## src/rtl/uart_rx_core.sv

```systemverilog
// UART receive engine: oversampled start/data/parity/stop deframing with UFIFO push
// and single-cycle completion event pulses.
module uart_rx_core #(
    parameter int OVERSAMPLE = 16,
    parameter int DATA_WIDTH = 8,
    parameter int DIV_WIDTH  = 16
) (
    input  logic                  clk_i,
    input  logic                  rst_i,
    input  logic                  rx_en_i,
    input  logic [DIV_WIDTH-1:0]  baud_div_i,
    input  logic                  parity_en_i,
    input  logic                  parity_odd_i,
    input  logic                  stop2_i,
    input  logic                  rxd_i,
    input  logic                  ufifo_full_i,
    output logic                  ufifo_push_o,
    output logic [DATA_WIDTH-1:0] ufifo_wdata_o,
    output logic                  rx_done_o,
    output logic                  parity_err_o,
    output logic                  bad_frame_o,
    output logic                  ufifo_overflow_o,
    output logic                  rx_status_o
);

    localparam int IDX_W = $clog2(OVERSAMPLE);
    localparam int CNT_W = $clog2(DATA_WIDTH + 1);
    localparam logic [IDX_W-1:0] IDX_LO   = IDX_W'(OVERSAMPLE / 2 - 1);
    localparam logic [IDX_W-1:0] IDX_MID  = IDX_W'(OVERSAMPLE / 2);
    localparam logic [IDX_W-1:0] IDX_HI   = IDX_W'(OVERSAMPLE / 2 + 1);
    localparam logic [IDX_W-1:0] IDX_LAST = IDX_W'(OVERSAMPLE - 1);
    localparam logic [CNT_W-1:0] BIT_LAST = CNT_W'(DATA_WIDTH - 1);

    typedef enum logic [2:0] {
        S_IDLE,
        S_START,
        S_DATA,
        S_PARITY,
        S_STOP
    } state_t;

    state_t                 state;
    logic                   rxd_meta;
    logic                   rxd_sync;
    logic                   rxd_prev;
    logic [DIV_WIDTH-1:0]   baud_cnt;
    logic [DIV_WIDTH-1:0]   div_q;
    logic                   par_en_q;
    logic                   par_odd_q;
    logic                   stop2_q;
    logic [IDX_W-1:0]       idx;
    logic [CNT_W-1:0]       bit_cnt;
    logic                   stop_cnt;
    logic                   s_lo;
    logic                   s_mid;
    logic [DATA_WIDTH-1:0]  shreg;
    logic                   perr;
    logic                   ferr;
    logic                   tick;
    logic                   start_det;
    logic                   bit_val;

    assign tick      = (state != S_IDLE) && (baud_cnt == div_q);
    assign start_det = (state == S_IDLE) && rx_en_i && rxd_prev && !rxd_sync;
    // Majority vote: two stored mid-bit samples plus the one arriving on the decision tick.
    assign bit_val   = (s_lo & s_mid) | (s_lo & rxd_sync) | (s_mid & rxd_sync);

    // NOTE: synchronizer and edge-history flops reset to the idle (high) line level so a
    // line that is already low after reset is never mistaken for a start edge.
    always_ff @(posedge clk_i) begin
        if (rst_i) begin
            rxd_meta <= 1'b1;
            rxd_sync <= 1'b1;
            rxd_prev <= 1'b1;
        end else begin
            rxd_meta <= rxd_i;
            rxd_sync <= rxd_meta;
            rxd_prev <= rxd_sync;
        end
    end

    always_ff @(posedge clk_i) begin
        if (rst_i) begin
            baud_cnt <= '0;
        end else if (start_det || state == S_IDLE || tick) begin
            baud_cnt <= '0;
        end else begin
            baud_cnt <= baud_cnt + 1'b1;
        end
    end

    always_ff @(posedge clk_i) begin
        if (rst_i) begin
            state            <= S_IDLE;
            div_q            <= '0;
            par_en_q         <= 1'b0;
            par_odd_q        <= 1'b0;
            stop2_q          <= 1'b0;
            idx              <= '0;
            bit_cnt          <= '0;
            stop_cnt         <= 1'b0;
            s_lo             <= 1'b0;
            s_mid            <= 1'b0;
            shreg            <= '0;
            perr             <= 1'b0;
            ferr             <= 1'b0;
            ufifo_push_o     <= 1'b0;
            ufifo_wdata_o    <= '0;
            rx_done_o        <= 1'b0;
            parity_err_o     <= 1'b0;
            bad_frame_o      <= 1'b0;
            ufifo_overflow_o <= 1'b0;
            rx_status_o      <= 1'b0;
        end else begin
            ufifo_push_o     <= 1'b0;
            rx_done_o        <= 1'b0;
            parity_err_o     <= 1'b0;
            bad_frame_o      <= 1'b0;
            ufifo_overflow_o <= 1'b0;
            if (start_det) begin
                state       <= S_START;
                div_q       <= baud_div_i;
                par_en_q    <= parity_en_i;
                par_odd_q   <= parity_odd_i;
                stop2_q     <= stop2_i;
                idx         <= '0;
                bit_cnt     <= '0;
                stop_cnt    <= 1'b0;
                perr        <= 1'b0;
                ferr        <= 1'b0;
                rx_status_o <= 1'b1;
            end else if (tick) begin
                idx <= (idx == IDX_LAST) ? '0 : idx + 1'b1;
                if (idx == IDX_LO)  s_lo  <= rxd_sync;
                if (idx == IDX_MID) s_mid <= rxd_sync;
                case (state)
                    S_START: begin
                        if (idx == IDX_HI && bit_val) begin
                            state       <= S_IDLE;
                            rx_status_o <= 1'b0;
                        end else if (idx == IDX_LAST) begin
                            state <= S_DATA;
                        end
                    end
                    S_DATA: begin
                        if (idx == IDX_HI) shreg <= {bit_val, shreg[DATA_WIDTH-1:1]};
                        if (idx == IDX_LAST) begin
                            bit_cnt <= bit_cnt + 1'b1;
                            if (bit_cnt == BIT_LAST) state <= par_en_q ? S_PARITY : S_STOP;
                        end
                    end
                    S_PARITY: begin
                        if (idx == IDX_HI) perr <= ((^shreg) ^ par_odd_q) != bit_val;
                        if (idx == IDX_LAST) state <= S_STOP;
                    end
                    S_STOP: begin
                        // Completing at mid-bit of the last stop bit leaves half a bit to
                        // catch a back-to-back start edge.
                        if (idx == IDX_HI) begin
                            if (stop2_q && !stop_cnt) begin
                                ferr <= ferr | ~bit_val;
                            end else begin
                                state       <= S_IDLE;
                                rx_status_o <= 1'b0;
                                if (ferr || !bit_val) begin
                                    bad_frame_o <= 1'b1;
                                end else begin
                                    rx_done_o    <= 1'b1;
                                    parity_err_o <= perr;
                                    if (ufifo_full_i) begin
                                        ufifo_overflow_o <= 1'b1;
                                    end else begin
                                        ufifo_push_o  <= 1'b1;
                                        ufifo_wdata_o <= shreg;
                                    end
                                end
                            end
                        end
                        if (idx == IDX_LAST) stop_cnt <= 1'b1;
                    end
                    default: ;
                endcase
            end
        end
    end

endmodule

```

## config.mk

```make
export PLATFORM = sky130hd
export DESIGN_NAME = uart_rx_core
export DESIGN_NICKNAME = d
export VERILOG_FILES = /design/src/rtl/uart_rx_core.sv
export SDC_FILE = /design/constraint.sdc
export NUM_CORES = 1
export LEC_CHECK = 0
export ABC_AREA = 1
export CELL_PAD_IN_SITES_DETAIL_PLACEMENT = 1
export CELL_PAD_IN_SITES_GLOBAL_PLACEMENT = 1
export CORE_MARGIN = 8
export CORE_UTILIZATION = 40
export DETAILED_ROUTE_END_ITERATION = 10
export PLACE_DENSITY_LB_ADDON = 0.25
export SLEW_MARGIN = 20
export SYNTH_ARGS = -nofsm -noshare
export SYNTH_HDL_FRONTEND = slang
export SYNTH_SLANG_ARGS = --single-unit
export TNS_END_PERCENT = 1
```

## constraint.sdc

```tcl
create_clock -name clk_i -period 2.2 [get_ports clk_i]
set_clock_uncertainty 0.1 [all_clocks]
set_input_delay 0.33 -clock clk_i [delete_from_list [all_inputs] [get_ports clk_i]]
set_output_delay 0.33 -clock clk_i [all_outputs]
set_load 0.005 [all_outputs]
```

---- After elaboration in Yosys (flattened, before gate mapping) ----
Index checks and enable logic that the tools add are counted.
storage, ports and cells
  register bits ........................... 76
  input bits .............................. 24
  output and inout bits ................... 14
operators by class
  $add $sub $neg .......................... 3
  eq/ne operators ......................... 24
  mux-type cells .......................... 22
  bitwise logic cells ..................... 15
  reduce and logical (&&, ||, !) cells .... 34
operators by type and width
  cell                   count
  $mux 3                 8
  $ne 3x3->1 const B     7
  $add 16x1->16 const B  1
  $eq 16x16->1           1
  $reduce_and 8->1       2
  $reduce_and 3->1       5
  $eq 4x4->1 const B     3
  $pmux 3 s4             1
  $mux 1                 11
  $ne 2x2->1 const B     5
  $add 4x1->4 const B    2
  $eq 4x3->1 const B     2
  $not 1->1              8
  $reduce_and 4->1       2
  $reduce_xor 8->1       1
  $reduce_and 7->1       1
  $reduce_or 7->1        1
  $eq 3x2->1 const B     2
  $logic_and 1x1->1      6
  $reduce_bool 3->1      2
  $reduce_or 6->1        1
  $reduce_and 5->1       1
  $reduce_bool 5->1      1
  $mux 4                 1
  other kinds (14)       23

---- Logic depth before layout (Yosys ltp) ----
Gate-level depths: netlist of run 1.
  depth after elaboration ................. 8
  gate-level depth with buffers ........... 13

---- Worst setup path after synthesis of run 1 ----
Ideal clock, no wire load.
  path kind ............................... reg-to-reg
  from .................................... reg baud_cnt[0]
  to ...................................... reg baud_cnt[14]
  library setup time ...................... 0.070 ns
  arrival time ............................ 1.490 ns
  data required time ...................... 2.030 ns
  path slack .............................. 0.541 ns
  stages on the path, launching flop included .. 9
  buffers on the path ..................... 0
  cells stage by stage .................... dfxtp_1 ha_1 nand2_1 nor2_1 nand2_1 nor3_2 nand4_1 or2_0 a21oi_1
between the ends
  longest elaborated chain between the ends .. 4
  elaborated cells between the ends (all ways) .. 5
  those cells by class .................... add/sub: 1; eq/ne: 1; reduce/logical: 3
ends and longest elaborated chain
  element                                                RTL line  source
  from (decl)                                            46        logic [DIV_WIDTH-1:0] baud_cnt;
  from (signal assigned)                                 88        baud_cnt <= baud_cnt + 1'b1;
  branches (longest 4 deep; another with $add 16x1->16)  n/a
Parallel ways; which one is timed is not known.
A chain may end at the register's enable or synchronous reset.

---- Worst setup path after layout of run 1 ----
Same ends and word-level chain as after synthesis.

==> flow_metrics.env, run 1 <==
export IMPL_status="finished, final reports clean"
export IMPL_grt_max_degree=38
export IMPL_drive_gt1_share_pct=9.866
export IMPL_timing_critical_path_slowest_cell_delay_ns=0.42
export IMPL_yosys_register_bits=76
export IMPL_synth_edf_count=0
export IMPL_cts_tree="yes"
export IMPL_clockBufferDepth=2
export IMPL_gp_congestion=0.8280
export IMPL_die_x_um=112.8
export IMPL_row_count=35
export IMPL_dp_hpwl_um=8112
export IMPL_ant_nets=0
export IMPL_firstDrtPassIters=4
export IMPL_crit_chain="ha_1 -> nand2_1 -> nor2_2 -> nand2_1 -> nor3_2 -> nand4_1 -> or2_0 -> a21oi_1"
export IMPL_hold_class="flop to flop"
export IMPL_cts_inserted_buffers=9
export IMPL_drc_errors=0
export IMPL_final_util_pct=49.36
export IMPL_synth_fa_ha_area_share_pct=1.668
export IMPL_crit_arrival_ns=2.22
export IMPL_ios=38
export IMPL_worst_slew_pin_slew_ns=0.5183
export IMPL_power_density_nw_per_um2=613.5
export IMPL_synthArstFlopShare_pct=0
export IMPL_place_area_um2=4298
export IMPL_die_area_um2=12730
export IMPL_ys_flop_type="dfxtp_1"
export IMPL_end_kind="flop"
export IMPL_yosysSeqAreaShare_pct=40.57
export IMPL_start_kind="flop"
export IMPL_ctsHoldBuffers=0
export IMPL_gr_total_overflow=0
export IMPL_synth_area_mux_share_pct=0
export IMPL_synth_area_um2=3750
export IMPL_start_util_pct=40.97
export IMPL_avgSynthCellArea_um2=6.893
export IMPL_synth_fp_nets=573
export IMPL_hold_start="rxd_meta$_SDFF_PP1_"
export IMPL_r2r_start="baud_cnt[0]$_SDFF_PP0_"
export IMPL_io_buffers=37
export IMPL_required_ns=2.39
export IMPL_postLayoutCellArea_um2=4518
export IMPL_ctsHtreeMaxLevel=3
export IMPL_placeableCoreArea_um2=9153
export IMPL_fmaxAchievable_ghz=0.4916
export IMPL_area_delta_synth_final_pct=20.49
export IMPL_setup_viol=0
export IMPL_wire_per_inst_um=14.97
export IMPL_layout_commonest_cell="nand2_1"
export IMPL_syn_inst=544
export IMPL_synth_top_family_by_area="simple AND/OR/NAND/NOR gates"
export IMPL_grt_usage_pct=17.41
export IMPL_yosysWarnings=0
export IMPL_nets=622
export IMPL_die_y_um=112.8
export IMPL_hold_viol_final=0
export IMPL_cp_slowest_cell="dfxtp_1"
export IMPL_synthSimpleGateAreaFrac_pct=32.77
export IMPL_crit_type="flop to flop"
export IMPL_maxCapViolCount=0
export IMPL_grt_antenna_before_repair=0
export IMPL_path_max_fanout=5
export IMPL_cts_root_buf="clkbuf_8"
export IMPL_cpMostUsedCell="nand2_1"
export IMPL_ctsResizeCount=0
export IMPL_cellLeakagePower_uw=0.001869
export IMPL_synthXorXnorAreaFrac_pct=5.138
export IMPL_path_clk_slew_ns=0.08
export IMPL_vias=3576
export IMPL_fill_cells=1216
export IMPL_final_cell_mix="nand2_1 (116), nor2_1 (88), inv_1 (78)"
export IMPL_synth_cell_types=32
export IMPL_rsz0062_at_grt="yes"
export IMPL_irDropWorstVdd_v=0.0002833
export IMPL_vias_per_cell=5.044
export IMPL_synth_compound_area_share_pct=9.109
export IMPL_grt_pass1_vias=3806
export IMPL_finalCritPeriodShare_pct=92.45
export IMPL_drt_iter0_drc=91
export IMPL_grt_pass1_wl_um=17800
export IMPL_finalMaxSlewViolations=0
export IMPL_min_period_ns=2.034
export IMPL_worstSetupStartpoint="baud_cnt[0]$_SDFF_PP0_"
export IMPL_post_cts_buffers=0
export IMPL_diodes=0
export IMPL_clk_latency_ns=0.36
export IMPL_finalWirelength_um=10620
export IMPL_maxSlewHeadroom_pct=65.18
export IMPL_cts_sinks=76
[cell usage after synthesis (2+ instances only)]
cell / number / area share (%)
nand2_1: 116 / 12
nor2_1: 89 / 8.9
inv_1: 78 / 7.8
dfxtp_1: 76 / 41
o21ai_0: 35 / 4.7
a21oi_1: 28 / 3.7
nand4_1: 21 / 3.5
nand3_1: 16 / 2.1
xor2_1: 15 / 3.5
inv_2: 9 / 0.90
nor3_1: 7 / 0.93
xnor2_1: 7 / 1.6
clkbuf_1: 6 / 0.60
ha_1: 5 / 1.7
nor2_4: 5 / 1.5
nand2_2: 4 / 0.67
buf_6: 3 / 0.90
nand3_2: 3 / 0.80
nor2_2: 3 / 0.50
or2_2: 3 / 0.50
a31oi_1: 2 / 0.33
buf_1: 2 / 0.20
or2_0: 2 / 0.33
[worst max-delay path: cells and delay by family, from the launching register on]
| kind | cells | cell delay (ns) |
|---|---|---|
| compound gates | 1 | 0.13 |
| flops | 1 | 0.42 |
| simple gates | 6 | 1.09 |
| fa+ha+maj | 1 | 0.22 |
[cell families after synthesis]
| logic type | count (synthesis) |
|---|---|
| AND/OR/NAND/NOR | 274 |
| buffers and inverters | 100 |
| flip-flops | 76 |
| AO/OA/AOI/OAI | 67 |
| XOR/XNOR | 22 |
| adder cells (fa/ha/maj) | 5 |
[power breakdown]
part	switching (uW)	internal, uW	total (uW)
clock network	542	670	1210
logic	85.2	76.7	162
registers	8.52	1390	1400
total	636	2140	2770
[through the flow]
stage	power (uW)	TNS, ns	setup WS, ns	hold slack [ns]	std cells
5_1_grt	2888	-0.005241	-0.005241	0.3592	709
6_report	2772	0	0.1660	0.3223	709
2_1_floorplan	1511	0	0.5408	0.2895	544
4_1_cts	2797	0	0.1080	0.3233	709
3_3_place_gp	1587	0	0.2512	0.2936	693
3_5_place_dp	1594	0	0.1655	0.3031	693
[worst paths after layout]
path                                   to  slack [ns]  cells after the start
hold reg to reg       rxd_sync$_SDFF_PP1_        0.32                      1
hold / removal        rxd_sync$_SDFF_PP1_        0.32                      1
setup reg to reg  baud_cnt[14]$_SDFF_PP0_        0.17                      8
setup / recovery  baud_cnt[14]$_SDFF_PP0_        0.17                      8
[state kept, by name, indices dropped and copies added, names as in the netlist, 3 cells and up]
name	flops
baud_cnt	16
idx	4
state	3
ufifo_wdata_o	8
shreg	8
bit_cnt	4
div_q	16
[per-layer routing]
| layer | part of all wire [%] | track usage, % | wire length [um] |
|---|---|---|---|
| met1 | 44 | 19.73 | 4648 |
| met5 | 0 | 0 | 0 |
| met2 | 51 | 31.28 | 5428 |
| met4 | 1.7 | 5.935 | 184 |
| met3 | 3.3 | 4.047 | 354 |
[final cells by class]
class	count	area (um^2)	area share, %
clock buffers	12	145.1	3.212
repair buffers	50	480.5	10.63
inverters	88	331.6	7.339
multi-input cells	368	1828	40.46
well taps	111	138.9	3.074
clock inverters	4	72.57	1.606
flip-flops and latches	76	1521	33.67
Note: power is estimated with default switching activity, not from simulation.
==> run 2, diff against run 1 <==
ABC_AREA = unset   (was 1)
==> run 2 against run 1 <==
  * Utilization up 2.1 points
  * Final area shrank 2.2%
  * Non-clock buffer count is 12 higher
  * Combinational power increased by 30%
  * Flip-flop and latch count is the same
  * Count of clock-buffer cells in the layout fell by 1
  * Die area down 5.7%
  * Synthesized area is 6.7% lower
  * Worst setup slack worse by 0.027 ns
  * Critical endpoint is now ufifo_wdata_o[2]$_SDFFE_PP0P_
==> flow_metrics.env, run 2 <==
export IMPL_status="finished, final reports clean"
export IMPL_power_density_nw_per_um2=669.0
export IMPL_cp_depth=8
export IMPL_clockBufferDepth=2
export IMPL_vias_per_cell=5.257
export IMPL_drc_errors=0
export IMPL_crit_chain="inv_1 -> ha_1 -> and4bb_2 -> nand3_2 -> or3_4 -> nor3_4 -> buf_12 -> mux2i_1"
export IMPL_crit_arrival_ns=2.23
export IMPL_maxSlewHeadroom_pct=70.53
export IMPL_ctsHtreeMaxLevel=3
export IMPL_place_area_um2=4134
export IMPL_min_path_cells=1
export IMPL_firstDrtPassIters=4
export IMPL_setup_viol=0
export IMPL_drt_iter0_drc=123
export IMPL_path_buf_inv=2
export IMPL_drive_gt1_share_pct=13.58
export IMPL_cts_inserted_buffers=9
export IMPL_crit_type="flop to flop"
export IMPL_synth_edf_count=0
export IMPL_r2r_start="idx[1]$_SDFFE_PP0N_"
export IMPL_yosysSeqAreaShare_pct=43.48
export IMPL_ys_flop_type="dfxtp_1"
export IMPL_cts_root_buf="clkbuf_8"
export IMPL_final_cell_mix="dfxtp_1 (74), nand2_1 (69), clkdlybuf4s50_1 (37)"
export IMPL_gr_total_overflow=0
export IMPL_critPathTopFamily="simple AND/OR/NAND/NOR gates"
export IMPL_clk_latency_ns=0.35
export IMPL_path_clk_slew_ns=0.08
export IMPL_grt_max_degree=33
export IMPL_grt_antenna_before_repair=0
export IMPL_finalWirelength_um=9795
export IMPL_dp_hpwl_um=6856
export IMPL_swShare_pct=22.30
export IMPL_irDropWorstVdd_v=0.0004271
export IMPL_seq_power_share_pct=47.2
export IMPL_yosysTopAreaCell="dfxtp_1"
export IMPL_setup_ws_ns=0.1394
export IMPL_synthArstFlopShare_pct=0
export IMPL_ios=38
export IMPL_grt_pass1_wl_um=16100
export IMPL_cts_sinks=76
export IMPL_pre_cts_ws_ns=0.08868
export IMPL_gp_congestion=0.8422
export IMPL_synth_top_area_share_pct=43.48
export IMPL_cellLeakagePower_uw=0.001568
export IMPL_place_inst=556
export IMPL_fill_cells=1020
export IMPL_yosys_register_bits=76
export IMPL_start_kind="flop"
export IMPL_rsz0062_at_grt="yes"
export IMPL_p_clk_share_pct=45.7
export IMPL_hold_start="rxd_meta$_SDFF_PP1_"
export IMPL_nets=488
export IMPL_die_area_um2=12000
export IMPL_synth_area_leaders="dfxtp_1 (43%), nand2_1 (7.4%), xnor2_1 (5.5%), a21oi_1 (4.7%), xor2_1 (3.8%)"
export IMPL_path_max_fanout=8
export IMPL_placeableCoreArea_um2=8593
export IMPL_end_kind="flop"
export IMPL_p_sw_uw=659.2
export IMPL_wire_per_inst_um=17.12
export IMPL_finalCritPeriodShare_pct=93.66
export IMPL_synth_fp_nets=436
export IMPL_grt_pass1_vias=3216
export IMPL_diodes=0
export IMPL_comb_power_share_pct=7.1
export IMPL_reg_largest_list="baud_cnt x16, div_q x16"
export IMPL_ant_nets=0
export IMPL_die_x_um=109.5
export IMPL_r2r_setup_slack_ns=0.14
export IMPL_maxCapViolCount=0
export IMPL_avgSynthCellArea_um2=8.599
export IMPL_holdPathEnd="rxd_sync$_SDFF_PP1_"
export IMPL_die_y_um=109.5
export IMPL_worst_slew_pin_slew_ns=0.4420
export IMPL_timing_critical_path_slowest_cell_delay_ns=0.39
export IMPL_final_cells=572
export IMPL_yosysWarnings=0
export IMPL_synth_cell_types=56
export IMPL_reg2reg_depth=8
export IMPL_grt_usage_pct=17.05
export IMPL_power_total_uw=2956
export IMPL_row_count=34
export IMPL_area_delta_synth_final_pct=26.28
export IMPL_p_int_uw=2297
export IMPL_synth_area_um2=3500
export IMPL_postLayoutCellArea_um2=4419
export IMPL_synth_most_common_cell="dfxtp_1"
export IMPL_post_cts_buffers=0
export IMPL_start_util_pct=40.73
export IMPL_required_ns=2.37
export IMPL_synthTopCellsByCount="dfxtp_1 (76), nand2_1 (69), a21oi_1 (33)"
export IMPL_hold_class="flop to flop"
export IMPL_cp_slowest_cell="or3_4"
export IMPL_syn_inst=407
export IMPL_fmaxAchievable_ghz=0.4853
export IMPL_min_period_ns=2.061
export IMPL_r2r_end="ufifo_wdata_o[2]$_SDFFE_PP0P_"
export IMPL_finalMaxSlewViolations=0
export IMPL_cts_tree="yes"
export IMPL_vias=3007
export IMPL_layout_commonest_cell="dfxtp_1"
export IMPL_io_buffers=37
export IMPL_hold_viol_final=0
==> run 2: timing repair <==
| item | 4_1_cts | 5_1_grt |
|---|---|---|
| endpoints found under the hold margin | 0 | 0 |
| setup endpoints to repair | 0 | 9 |
| resized for setup | 0 | 8 |
| hold buffers | 0 | 0 |
==> run 2: power groups by stage <==
stage / clock network [uW] / registers (uW) / logic (uW)
final: 1350 / 1400 / 211
after global routing: 1440 / 1400 / 228
after CTS: 1380 / 1400 / 209
after detailed placement: 0 / 1430 / 206
after global placement: 0 / 1430 / 201
after floorplan: 0 / 1420 / 99.8
==> run 2: worst max path at each step <==
stage                                start                             to  slack [ns]
floorplan              idx[0]$_SDFFE_PP0N_  ufifo_wdata_o[0]$_SDFFE_PP0P_        0.24
global placement    baud_cnt[0]$_SDFF_PP0_        ufifo_push_o$_SDFF_PP0_        0.18
detailed placement  baud_cnt[2]$_SDFF_PP0_        ufifo_push_o$_SDFF_PP0_        0.09
CTS                 baud_cnt[2]$_SDFF_PP0_             s_mid$_SDFFE_PP0P_        0.03
global route        baud_cnt[9]$_SDFF_PP0_            idx[3]$_SDFFE_PP0N_      -0.008
finish                 idx[1]$_SDFFE_PP0N_  ufifo_wdata_o[2]$_SDFFE_PP0P_        0.14
==> run 2: kinds of logic (layout without fill, tap and decap cells) <==
| group | count (synthesis) | in the layout | share of synthesized area [%] |
|---|---|---|---|
| fa+ha+maj | 6 | 6 | 2.109 |
| xor+xnor | 38 | 38 | 9.903 |
| flops | 76 | 76 | 43.48 |
| mux | 12 | 12 | 3.432 |
| compound gates | 69 | 69 | 12.08 |
| simple gates | 172 | 172 | 24.85 |
| buf+inv | 34 | 91 | 4.147 |
==> run 2: final cells by class <==
| class | instances | area, um^2 | share of cell area [%] |
|---|---|---|---|
| inverter | 13 | 48.80 | 1.104 |
| multi-input combinational | 297 | 1858 | 42.04 |
| clock inverter | 5 | 106.4 | 2.407 |
| sequential | 76 | 1524 | 34.48 |
| clock buffer | 11 | 151.4 | 3.426 |
| tap | 108 | 135.1 | 3.058 |
| timing repair buffer | 62 | 595.6 | 13.48 |
==> run 2: per-layer routing <==
metal / vias to the layer above / GRT usage (%) / share of wire [%]
li1: 1497 / - / -
met1: 1461 / 18.69 / 42
met2: 39 / 31.22 / 54
met3: 10 / 4.279 / 3.1
met4: 0 / 5.689 / 1.0
met5: - / 0 / 0
==> run 2: per-stage QoR <==
step | util (%) | hold WS [ns] | TNS (ns)
floorplan | - | 0.2895 | 0
CTS | 51.11 | 0.3169 | 0
detailed placement | 48.11 | 0.2989 | 0
global route | 51.43 | 0.3364 | -0.01734
finish | 51.43 | 0.3163 | 0
global placement | 48.11 | 0.2941 | 0
==> run 2: worst reg2reg max path: stages, from the launching register on <==
cell and delay (ns):
dfxtp_1 0.35, inv_1 0.09, ha_1 0.17, and4bb_2 0.28
nand3_2 0.10, or3_4 0.39, nor3_4 0.15, buf_12 0.16
mux2i_1 0.19
==> run 3, diff against run 2 <==
PLACE_DENSITY = 0.78   (was unset)
PLACE_DENSITY_LB_ADDON = unset   (was 0.25)
==> run 3 against run 2 <==
  * Global-route usage decreased by 0.74 points
  * Worst setup slack got worse by 0.0048 ns
  * Largest power group unchanged
  * Final area decreased by 2.2%
  * Cell count decreased by 1.2%
  * Critical path type unchanged
  * Critical endpoint is now ufifo_wdata_o[1]$_SDFFE_PP0P_
==> flow_metrics.env, run 3 (same netlist as run 2, synthesis figures left out) <==
export IMPL_setup_ws_ns=0.1346
export IMPL_reg_largest_list="baud_cnt x16, div_q x16"
export IMPL_comb_power_share_pct=7.2
export IMPL_dp_hpwl_um=6784
export IMPL_layout_commonest_cell="dfxtp_1"
export IMPL_pre_cts_ws_ns=0.08939
export IMPL_ctsHtreeMaxLevel=3
export IMPL_gp_congestion=0.8204
export IMPL_fmaxAchievable_ghz=0.4842
export IMPL_diodes=0
export IMPL_critPathTopFamily="simple AND/OR/NAND/NOR gates"
export IMPL_worst_slew_pin_slew_ns=0.4313
export IMPL_dr_wl_met2_um=4917
export IMPL_nets=482
export IMPL_min_period_ns=2.065
export IMPL_end_kind="flop"
export IMPL_io_buffers=37
export IMPL_grt_pass1_vias=3268
export IMPL_cts_inserted_buffers=9
export IMPL_gr_total_overflow=0
export IMPL_cts_root_buf="clkbuf_8"
export IMPL_irDropWorstVdd_v=0.0003123
export IMPL_maxSlewHeadroom_pct=71.25
export IMPL_grt_usage_pct=16.31
export IMPL_firstDrtPassIters=4
export IMPL_met1_length_um=3792
export IMPL_timing_critical_path_slowest_cell_delay_ns=0.41
export IMPL_cp_slowest_cell="dfxtp_1"
export IMPL_cts_tree="yes"
export IMPL_start_util_pct=40.73
export IMPL_ctsHoldBuffers=0
export IMPL_vias=3009
export IMPL_rsz0062_at_grt="no"
export IMPL_clockBufferDepth=2
export IMPL_ant_nets=0
export IMPL_crit_arrival_ns=2.25
export IMPL_hold_class="flop to flop"
export IMPL_required_ns=2.39
export IMPL_swShare_pct=22.50
export IMPL_p_int_uw=2168
export IMPL_setup_viol=0
export IMPL_cts_sinks=76
export IMPL_start_kind="flop"
export IMPL_drive_gt1_share_pct=11.60
export IMPL_p_sw_uw=629.3
export IMPL_maxCapViolCount=0
export IMPL_drc_errors=0
export IMPL_die_y_um=109.5
export IMPL_grt_pass1_wl_um=15370
export IMPL_clk_latency_ns=0.36
export IMPL_cellLeakagePower_uw=0.001524
export IMPL_finalCritPeriodShare_pct=93.88
export IMPL_drt_iter0_drc=115
export IMPL_crit_type="flop to flop"
export IMPL_power_density_nw_per_um2=646.9
export IMPL_die_x_um=109.5
export IMPL_seq_power_share_pct=49.9
export IMPL_hold_viol_final=0
export IMPL_ios=38
export IMPL_top_layer="met4"
export IMPL_wl_met3_um=251
export IMPL_path_clk_slew_ns=0.08
export IMPL_row_count=34
export IMPL_fin_setup_tns_ns=0
export IMPL_final_cell_mix="dfxtp_1 (76), nand2_1 (69), clkdlybuf4s50_1 (37)"
export IMPL_grt_max_degree=33
export IMPL_fill_cells=1000
export IMPL_finalMaxSlewViolations=0
export IMPL_die_area_um2=12000
export IMPL_wire_per_inst_um=16.18
export IMPL_path_max_fanout=8
export IMPL_status="finished, final reports clean"
export IMPL_finalWirelength_um=9140
export IMPL_p_clk_share_pct=43.0
export IMPL_placeableCoreArea_um2=8593
export IMPL_path_buf_inv=1
export IMPL_vias_per_cell=5.326
export IMPL_crit_chain="ha_1 -> and4bb_2 -> nand3_1 -> or3_4 -> nor3_4 -> buf_12 -> mux2i_1"
export IMPL_area_delta_synth_final_pct=23.56
export IMPL_grt_antenna_before_repair=0
## run 3: final timing paths
check / startpoint / to / slack [ns] / depth (start not counted)
worst max-delay path: idx[0]$_SDFFE_PP0N_ / ufifo_wdata_o[1]$_SDFFE_PP0P_ / 0.13 / 7
worst min register to register: rxd_meta$_SDFF_PP1_ / rxd_sync$_SDFF_PP1_ / 0.32 / 1
worst min-delay path: rxd_meta$_SDFF_PP1_ / rxd_sync$_SDFF_PP1_ / 0.32 / 1
worst max register to register: idx[0]$_SDFFE_PP0N_ / ufifo_wdata_o[1]$_SDFFE_PP0P_ / 0.13 / 7
## run 3: repair_timing
| action | 4_1_cts | 5_1_grt |
|---|---|---|
| setup buffers | 0 | 0 |
| resized for setup | 0 | 3 |
| endpoints found under the setup margin | 0 | 10 |
## run 3: worst reg2reg max path: stages (launching register included)
cell	delay, ns
dfxtp_1	0.41
ha_1	0.19
and4bb_2	0.27
nand3_1	0.12
or3_4	0.39
nor3_4	0.15
buf_12	0.16
mux2i_1	0.20
## run 3: power groups by stage
stage	logic (uW)	registers [uW]	clock network, uW
final	200	1400	1200
after global routing	217	1400	1300
after CTS	199	1400	1240
after detailed placement	198	1430	0
after global placement	193	1430	0
after floorplan	99.8	1420	0
## run 3: stage by stage
stage          util [%]  area (um^2)  std cells  power [uW]  hold WS, ns
2_1_floorplan         -         3500        407        1525       0.2895
3_3_place_gp      47.58         4089        550        1620       0.2961
3_5_place_dp      47.58         4089        550        1626       0.2997
4_1_cts           50.19         4313        565        2829       0.3185
5_1_grt           50.32         4324        565        2911       0.3364
6_report          50.32         4324        565        2797       0.3155
## run 3: final cells by class
type,count,area [um^2],share of cell area [%]
clock buffer,11,151.4,3.501
clock inverter,4,72.57,1.678
inverter,13,48.80,1.128
multi-input combinational,297,1844,42.65
sequential,76,1521,35.19
tap,108,135.1,3.125
timing repair buffer,56,550.5,12.73
## run 3: metal layers
layer | track usage [%] | vias to the layer above
met2 | 29.11 | 39
met4 | 7.618 | 0
met5 | 0 | -
met1 | 17.81 | 1470
li1 | - | 1484
met3 | 3.927 | 16
